--- config.mk ---
export PLATFORM = sky130hd
export DESIGN_NAME = ext_int_source
export DESIGN_NICKNAME = d
export VERILOG_FILES = /design/src/rtl/ext_int_pkg.sv /design/src/rtl/int_period_timer.sv /design/src/rtl/ext_int_source.sv
export SDC_FILE = /design/constraint.sdc
export NUM_CORES = 1
export LEC_CHECK = 0
export ABC_AREA = 1
export CORE_UTILIZATION = 45
export DETAILED_ROUTE_END_ITERATION = 8
export PLACE_DENSITY = 0.85
export SETUP_SLACK_MARGIN = 0.02
export SLEW_MARGIN = 20
export SYNTH_ARGS = -nofsm -noshare
export SYNTH_HDL_FRONTEND = slang
export SYNTH_SLANG_ARGS = --single-unit
--- constraint.sdc ---
create_clock -name clk -period 8.4 [get_ports clk]
set_clock_uncertainty 0.15 [all_clocks]
set_input_delay 2.1 -clock clk [delete_from_list [all_inputs] [get_ports clk]]
set_output_delay 2.1 -clock clk [all_outputs]
set_load 0.02 [all_outputs]
--- src/rtl/ext_int_pkg.sv ---
// Shared types and helpers for the external interrupt source.
package ext_int_pkg;

  typedef enum logic [1:0] {
    S_IDLE,
    S_ASSERT,
    S_HOLDOFF
  } int_state_t;

  localparam logic [31:0] INT_ACK_ADDR_DEFAULT = 32'h0000_7F20;

  // Width of a counter that runs 0..n-1; never narrower than one bit.
  function automatic int cnt_w(input int n);
    return (n <= 2) ? 1 : $clog2(n);
  endfunction

endpackage

--- src/rtl/int_period_timer.sv ---
// Free-running period counter; emits a one-cycle tick at PERIOD-1, freezes while disabled.
module int_period_timer
  import ext_int_pkg::*;
#(
  parameter int PERIOD = 200
) (
  input  logic clk,
  input  logic reset,
  input  logic enable,
  output logic tick
);

  localparam int W = cnt_w(PERIOD);
  localparam logic [W-1:0] LAST = W'(PERIOD - 1);

  logic [W-1:0] cnt;

  assign tick = enable && (cnt == LAST);

  always_ff @(posedge clk) begin
    if (reset)       cnt <= '0;
    else if (enable) cnt <= tick ? '0 : cnt + 1'b1;
  end

endmodule

--- src/rtl/ext_int_source.sv ---
// Interrupt request source: queues trig/timer events and holds interrupt until the
// handler's acknowledge store, then enforces a hold-off gap before the next request.
module ext_int_source
  import ext_int_pkg::*;
#(
  parameter logic [31:0] ACK_ADDR = INT_ACK_ADDR_DEFAULT,
  parameter int          PERIOD   = 200,
  parameter int          HOLDOFF  = 2,
  parameter int          PEND_W   = 3
) (
  input  logic              clk,
  input  logic              reset,
  input  logic              enable,
  input  logic              trig,
  input  logic [31:0]       m_int_addr,
  input  logic [3:0]        m_int_byteen,
  output logic              interrupt,
  output logic [PEND_W-1:0] pend_cnt,
  output logic              overflow,
  output logic              spurious
);

  localparam int HO_W  = cnt_w(HOLDOFF);
  localparam int SUM_W = PEND_W + 2;
  localparam logic [HO_W-1:0]  HO_LAST = HO_W'((HOLDOFF > 0) ? HOLDOFF - 1 : 0);
  localparam logic [SUM_W-1:0] PMAX    = SUM_W'((1 << PEND_W) - 1);

  int_state_t       state, state_nx;
  logic [HO_W-1:0]  ho_cnt;
  logic             tick, addr_hit, ack;
  logic [1:0]       events;
  logic [SUM_W-1:0] sum;
  logic [PEND_W-1:0] pend_nx;
  logic             lost;

  int_period_timer #(.PERIOD(PERIOD)) u_timer (
    .clk    (clk),
    .reset  (reset),
    .enable (enable),
    .tick   (tick)
  );

  assign addr_hit = (m_int_addr == ACK_ADDR) && (|m_int_byteen);
  assign ack      = addr_hit && (state == S_ASSERT);
  assign events   = {1'b0, trig} + {1'b0, tick};

  // ack is only possible in ASSERT, where pend_cnt is at least 1, so no underflow.
  always_comb begin
    sum     = SUM_W'(pend_cnt) + SUM_W'(events) - SUM_W'(ack);
    lost    = sum > PMAX;
    pend_nx = lost ? PMAX[PEND_W-1:0] : sum[PEND_W-1:0];
  end

  always_comb begin
    state_nx = state;
    case (state)
      S_IDLE:    if (pend_cnt != '0) state_nx = S_ASSERT;
      S_ASSERT:  if (ack) state_nx = (HOLDOFF > 0) ? S_HOLDOFF : S_IDLE;
      S_HOLDOFF: if (ho_cnt == HO_LAST) state_nx = S_IDLE;
      default:   state_nx = S_IDLE;
    endcase
  end

  always_ff @(posedge clk) begin
    if (reset) begin
      state     <= S_IDLE;
      ho_cnt    <= '0;
      interrupt <= 1'b0;
      pend_cnt  <= '0;
      overflow  <= 1'b0;
      spurious  <= 1'b0;
    end else begin
      state     <= state_nx;
      ho_cnt    <= (state == S_HOLDOFF) ? ho_cnt + 1'b1 : '0;
      interrupt <= (state_nx == S_ASSERT);
      pend_cnt  <= pend_nx;
      if (lost)                             overflow <= 1'b1;
      if (addr_hit && (state != S_ASSERT))  spurious <= 1'b1;
    end
  end

endmodule

==> flow_summary.ini, run 1 <==
[run_status]
status = finished clean

[logic_synthesis]
synth_area_leaders = dfxtp_1 (32%), nor2_1 (15%), inv_1 (8.2%)
postSynthAreaPerCell_sq_um = 6.76
syn-num-nets = 203
synth_cell_types = 21
synth_top_area_share_pct = 32.3
yosysWarnings = 0
synthesis.instances = 156
synth_area_sq_um = 1050
ys_ff_latch = 17
synth.yosys.seq_area_share_pct = 32.3
synth_top_cell_by_area = dfxtp_1

[setup_path]
cp_max_fo = 4
startpoint_type = primary input
reg2reg_slack_ps = 5810
critPathKind = primary input to flop
cp.arrival_ps = 4580
end_kind = flop
required_ps = 8480
worstRegToRegCells = 11
timing.rr.start = state[0]
startpoint = m_int_addr[5]
reg2reg_to = pend_cnt[2]

[cells_and_area]
nNetsFinal = 252
regArea_sq_um = 340
drive_gt1_share_pct = 4.90
fillers = 200
final_cell_mix = clkdlybuf4s50_1 (45), nor2_1 (43), inv_1 (23), nand2_1 (23), dfxtp_1 (17)
antenna_cells = 0
multi_input_area_sq_um = 621
final_common_cell = clkdlybuf4s50_1
final_util_pct = 70.7
area_delta_synth_final_pct = 48.3

[floorplanning]
dieHeight_microns = 50.4
core-area_sq_um = 2210
initial_core_util_pct = 47.7
num_io_pins = 46
die_area_sq_um = 2540
num_rows = 17
fp.dieW_microns = 50.4

[timing]
tns_ps = 0
relSlewSlack_pct = 61.2
max_freq_mhz = 222
hold_viol = 0
slew_viol_final = 0
whs_ps = 338
worst_pin_slew_ps = 580
finalCritPeriodShare_pct = 53.5
fin_crit_ps = 4500
rsz0062_at_grt = no
setup_viol_count_final = 0

[detailed_routing]
firstDrtPassIters = 4
dr.first_iter.drc_count = 16
post_drt_wl_per_cell_microns = 10.7
routed_wl_microns = 2480
viasPerCell = 4.99
postRouteAntennaNets = 0
drcViolationCount = 0
vias = 1158

[grt]
use_met2_pct = 45.3
grtUsageTotal_pct = 21.5
grt_util_met3_pct = 1.82
antenna_found_initial = 0
grt_pass1_wl_microns = 4200
grt_pass1_vias = 1151
grt_max_degree = 16
grt.busiest_layer = met2
grt_use_met1_pct = 19.5
grt-ovfl-total = 0

[cts]
ctsResizeCount = 0
cts_setup_buffers = 0
clk_pin_slew_ps = 100
htreeDepth = 1
cts.path.max_buffers = 2
cts-root-buf = clkbuf_4
ctsHoldBuffers = 0
cts.sinks = 17
cts_tree = yes
cts-buffers-inserted = 3
clock_latency_ps = 290

[worst_hold_path]
holdPathEnd = interrupt
hold_start = state[0]
hold_class = flop to flop
worstHoldPathCells = 1

[place]
io_buffer_count = 45
dpl.hpwl_microns = 2170
place_congestion = 0.772

[pwr]
total_leakage_power_nw = 0.651
p_per_area_nw_per_um2 = 183
ir_worst_vdd_v = 0.000154

[job]
maxCapViolCount = 0
[registers in the layout, summed over array words and instances (netlist names)]
signal,count
interrupt,1
state,2
ho_cnt,1
overflow,1
pend_cnt,3
u_timer.cnt,8
spurious,1
[routing by layer]
layer  wire, microns  vias up
li1                -      598
met1             914      515
met2            1400       39
met3             108        6
met4              55        0
met5               0        -
[cell usage after synthesis]
cell	count
a21oi_1	7
a31oi_1	2
clkbuf_1	1
dfxtp_1	17
fa_1	2
ha_1	5
inv_1	23
inv_2	1
nand2_1	23
nand3_1	9
nand3_2	2
nand3b_1	1
nand4_1	9
nor2_1	43
nor2_2	1
nor3_1	2
nor3_2	1
nor3_4	1
o211ai_1	1
xnor2_1	2
xor2_1	3
[metrics by stage]
step / instances / setup WS, ps / area (sq um) / total power (W)
after floorplan: 156 / 4220 / 1050 / 0.000186
after global placement: 228 / 3660 / 1540 / 0.000236
after detailed placement: 228 / 3590 / 1540 / 0.000244
after CTS: 232 / 3900 / 1560 / 0.000288
after global routing: 232 / 3650 / 1560 / 0.000310
final: 232 / 3900 / 1560 / 0.000286
[kinds of logic after synthesis]
kind of cell	synth area share (%)
and+or+nand+nor	39.7
buffers and inverters	8.90
DFF	32.3
AOI/OAI and AO/OA	5.22
adders and majority gates	9.73
xor gates and xnor gates	4.15
[where the power goes]
| group | switching, W | total [W] | internal (W) |
|---|---|---|---|
| combinational | 0.0000734 | 0.000140 | 0.0000670 |
| sequential | 0.00000836 | 0.000102 | 0.0000934 |
| clock | 0.0000262 | 0.0000440 | 0.0000177 |
[area by class of cell]
cell class                 count  area share [%]
sequential                    17            21.8
tap                           28            2.24
clock buffer                   3            1.44
clock inverter                 1           0.320
multi-input combinational    114            39.7
timing repair buffer          45            28.8
inverter                      24            5.76
[critical path, stage by stage]
cell,delay [ps]
clkdlybuf4s50_1,450
inv_1,30
nor2_1,70
nand2_1,50
nor2_1,120
nand3b_1,90
nor3_1,150
ha_1,150
inv_1,50
fa_1,430
fa_1,410
o211ai_1,310
nor2_1,70
nor2_1,90
[how the worst max path moves through the flow]
stage / depth (start not counted) / end / slack (ps)
floorplan: 12 / overflow / 4220
global placement: 14 / pend_cnt[2] / 3660
detailed placement: 14 / pend_cnt[0] / 3590
CTS: 14 / pend_cnt[2] / 3900
global route: 13 / pend_cnt[1] / 3650
finish: 14 / pend_cnt[2] / 3900
(Power assumes the default switching activity.)
==> run 2, diff against run 1 <==
--- a/config.mk
+++ b/config.mk
@@ -6,9 +6,9 @@
 export NUM_CORES = 1
 export LEC_CHECK = 0
 export ABC_AREA = 1
-export CORE_UTILIZATION = 45
+export CORE_UTILIZATION = 37
 export DETAILED_ROUTE_END_ITERATION = 8
-export PLACE_DENSITY = 0.85
+export PLACE_DENSITY = 0.75
 export SETUP_SLACK_MARGIN = 0.02
 export SLEW_MARGIN = 20
 export SYNTH_ARGS = -nofsm -noshare
==> constraint.sdc (replaced) <==
create_clock -name clk -period 4 [get_ports clk]
set_clock_uncertainty 0.15 [all_clocks]
set_input_delay 1 -clock clk [delete_from_list [all_inputs] [get_ports clk]]
set_output_delay 1 -clock clk [all_outputs]
set_load 0.02 [all_outputs]
==> flow_summary.ini, run 2 (same netlist as run 1, synthesis figures left out) <==
[cts]
cts_tree = yes
cts_setup_buffers = 0
cts.path.max_buffers = 2
ctsResizeCount = 0
clk_pin_slew_ps = 100
cts-buffers-inserted = 3
ctsHoldBuffers = 0
cts-root-buf = clkbuf_4
htreeDepth = 1
cts.sinks = 17
clock_latency_ps = 290

[floorplanning]
num_rows = 18
initial_core_util_pct = 40.7
num_io_pins = 46
core-area_sq_um = 2590
dieHeight_microns = 55.4
fp.dieW_microns = 55.4
die_area_sq_um = 3070

[detailed_routing]
postRouteAntennaNets = 0
viasPerCell = 4.87
firstDrtPassIters = 4
vias = 1140
drcViolationCount = 0
post_drt_wl_per_cell_microns = 10.8
routed_wl_microns = 2530
dr.first_iter.drc_count = 58

[timing]
max_freq_mhz = 294
hold_viol = 0
slew_viol_final = 0
worst_pin_slew_ps = 564
finalCritPeriodShare_pct = 84.9
fin_ws_ps = 602
rsz0062_at_grt = no
tns_ps = 0
setup_viol_count_final = 0
fin_crit_ps = 3400
relSlewSlack_pct = 62.3

[worst_hold_path]
hold_class = flop to flop

[cells_and_area]
regMostFlops = u_timer.cnt
top_regs = u_timer.cnt: 8 flops, pend_cnt: 3 flops, state: 2 flops
antenna_cells = 0
largest_reg_flops = 8
final_cell_mix = clkdlybuf4s50_1 (45), nor2_1 (43), inv_1 (23), nand2_1 (23), dfxtp_1 (17)
nNetsFinal = 252
drive_gt1_share_pct = 4.90
area_delta_synth_final_pct = 48.5
final_common_cell = clkdlybuf4s50_1

[grt]
grt_max_degree = 16
grt-ovfl-total = 0
antenna_found_initial = 0
grt_pass1_vias = 1140
grtUsageTotal_pct = 17.9
grt_pass1_wl_microns = 4550

[job]
maxCapViolCount = 0

[pwr]
power_frac_comb_pct = 49.1
power_frac_clock_pct = 15.2
total_leakage_power_nw = 0.651
seqPwrFrac_pct = 35.7
ir_worst_vdd_v = 0.000389
p_sw_share_pct = 37.7
switchingPower_w = 0.000226
p_int_w = 0.000373
p_per_area_nw_per_um2 = 382

[setup_path]
critPathKind = primary input to flop
startpoint = m_int_addr[3]
timing.rr.start = state[0]
worstRegToRegCells = 11
critPathCapture = pend_cnt[1]
required_ps = 4070
cp_max_fo = 4
reg2reg_to = pend_cnt[1]
reg2reg_slack_ps = 1430
end_kind = flop
cp.arrival_ps = 3470
startpoint_type = primary input

[run_status]
status = finished clean

[place]
io_buffer_count = 45
dpl.hpwl_microns = 2150
place_ws_ps = 263
place_congestion = 0.795
[run 2: final cells by class]
cell class | instances | area (sq um)
repair buffers | 45 | 450
well taps | 30 | 37.5
clock buffers | 3 | 22.5
inverters | 24 | 90.1
clock inverters | 1 | 5.00
fillers | 246 | 1020
flip-flops and latches | 17 | 340
multi-input cells | 114 | 621
[run 2: worst min path at each step]
stage,startpoint,to,slack [ps],cells past startpoint
after floorplan,state[0],interrupt,300,1
after detailed placement,spurious,spurious,300,2
after global placement,spurious,spurious,290,2
final,spurious,spurious,320,2
after global routing,spurious,spurious,350,2
after CTS,spurious,spurious,320,2
[run 2: per-layer routing]
layer | up-vias | GRT usage (%) | share of wire (%)
li1 | 593 | - | -
met1 | 525 | 19.0 | 40
met2 | 22 | 35.1 | 57
met3 | 0 | 2.58 | 2.9
met4 | 0 | 6.07 | 0
met5 | - | 0 | 0
[run 2: power groups by stage]
stage	Sequential, W	Combinational, W	Clock, W
after floorplan	0.000242	0.000148	0
after global placement	0.000217	0.000281	0
after detailed placement	0.000217	0.000294	0
after CTS	0.000214	0.000294	0.0000944
after global routing	0.000218	0.000329	0.000102
final	0.000214	0.000294	0.0000909
[run 2: worst max-delay path, stage by stage]
cell	delay (ps)
clkdlybuf4s50_1	410
nor2_1	120
nand2_1	60
nor2_1	130
nand3b_1	80
nor3_1	160
ha_1	150
inv_1	50
fa_1	420
fa_1	420
o211ai_1	310
nor2_1	70
nor2_1	90
[run 2: through the flow]
step | cell area [sq um] | std cells | power (W) | util [%] | hold WS (ps)
5_1_grt | 1570 | 234 | 0.000649 | 60.5 | 355
3_5_place_dp | 1540 | 230 | 0.000511 | 59.4 | 303
2_1_floorplan | 1050 | 156 | 0.000390 | - | 296
6_report | 1570 | 234 | 0.000598 | 60.5 | 315
4_1_cts | 1570 | 234 | 0.000603 | 60.5 | 320
3_3_place_gp | 1540 | 230 | 0.000497 | 59.4 | 292
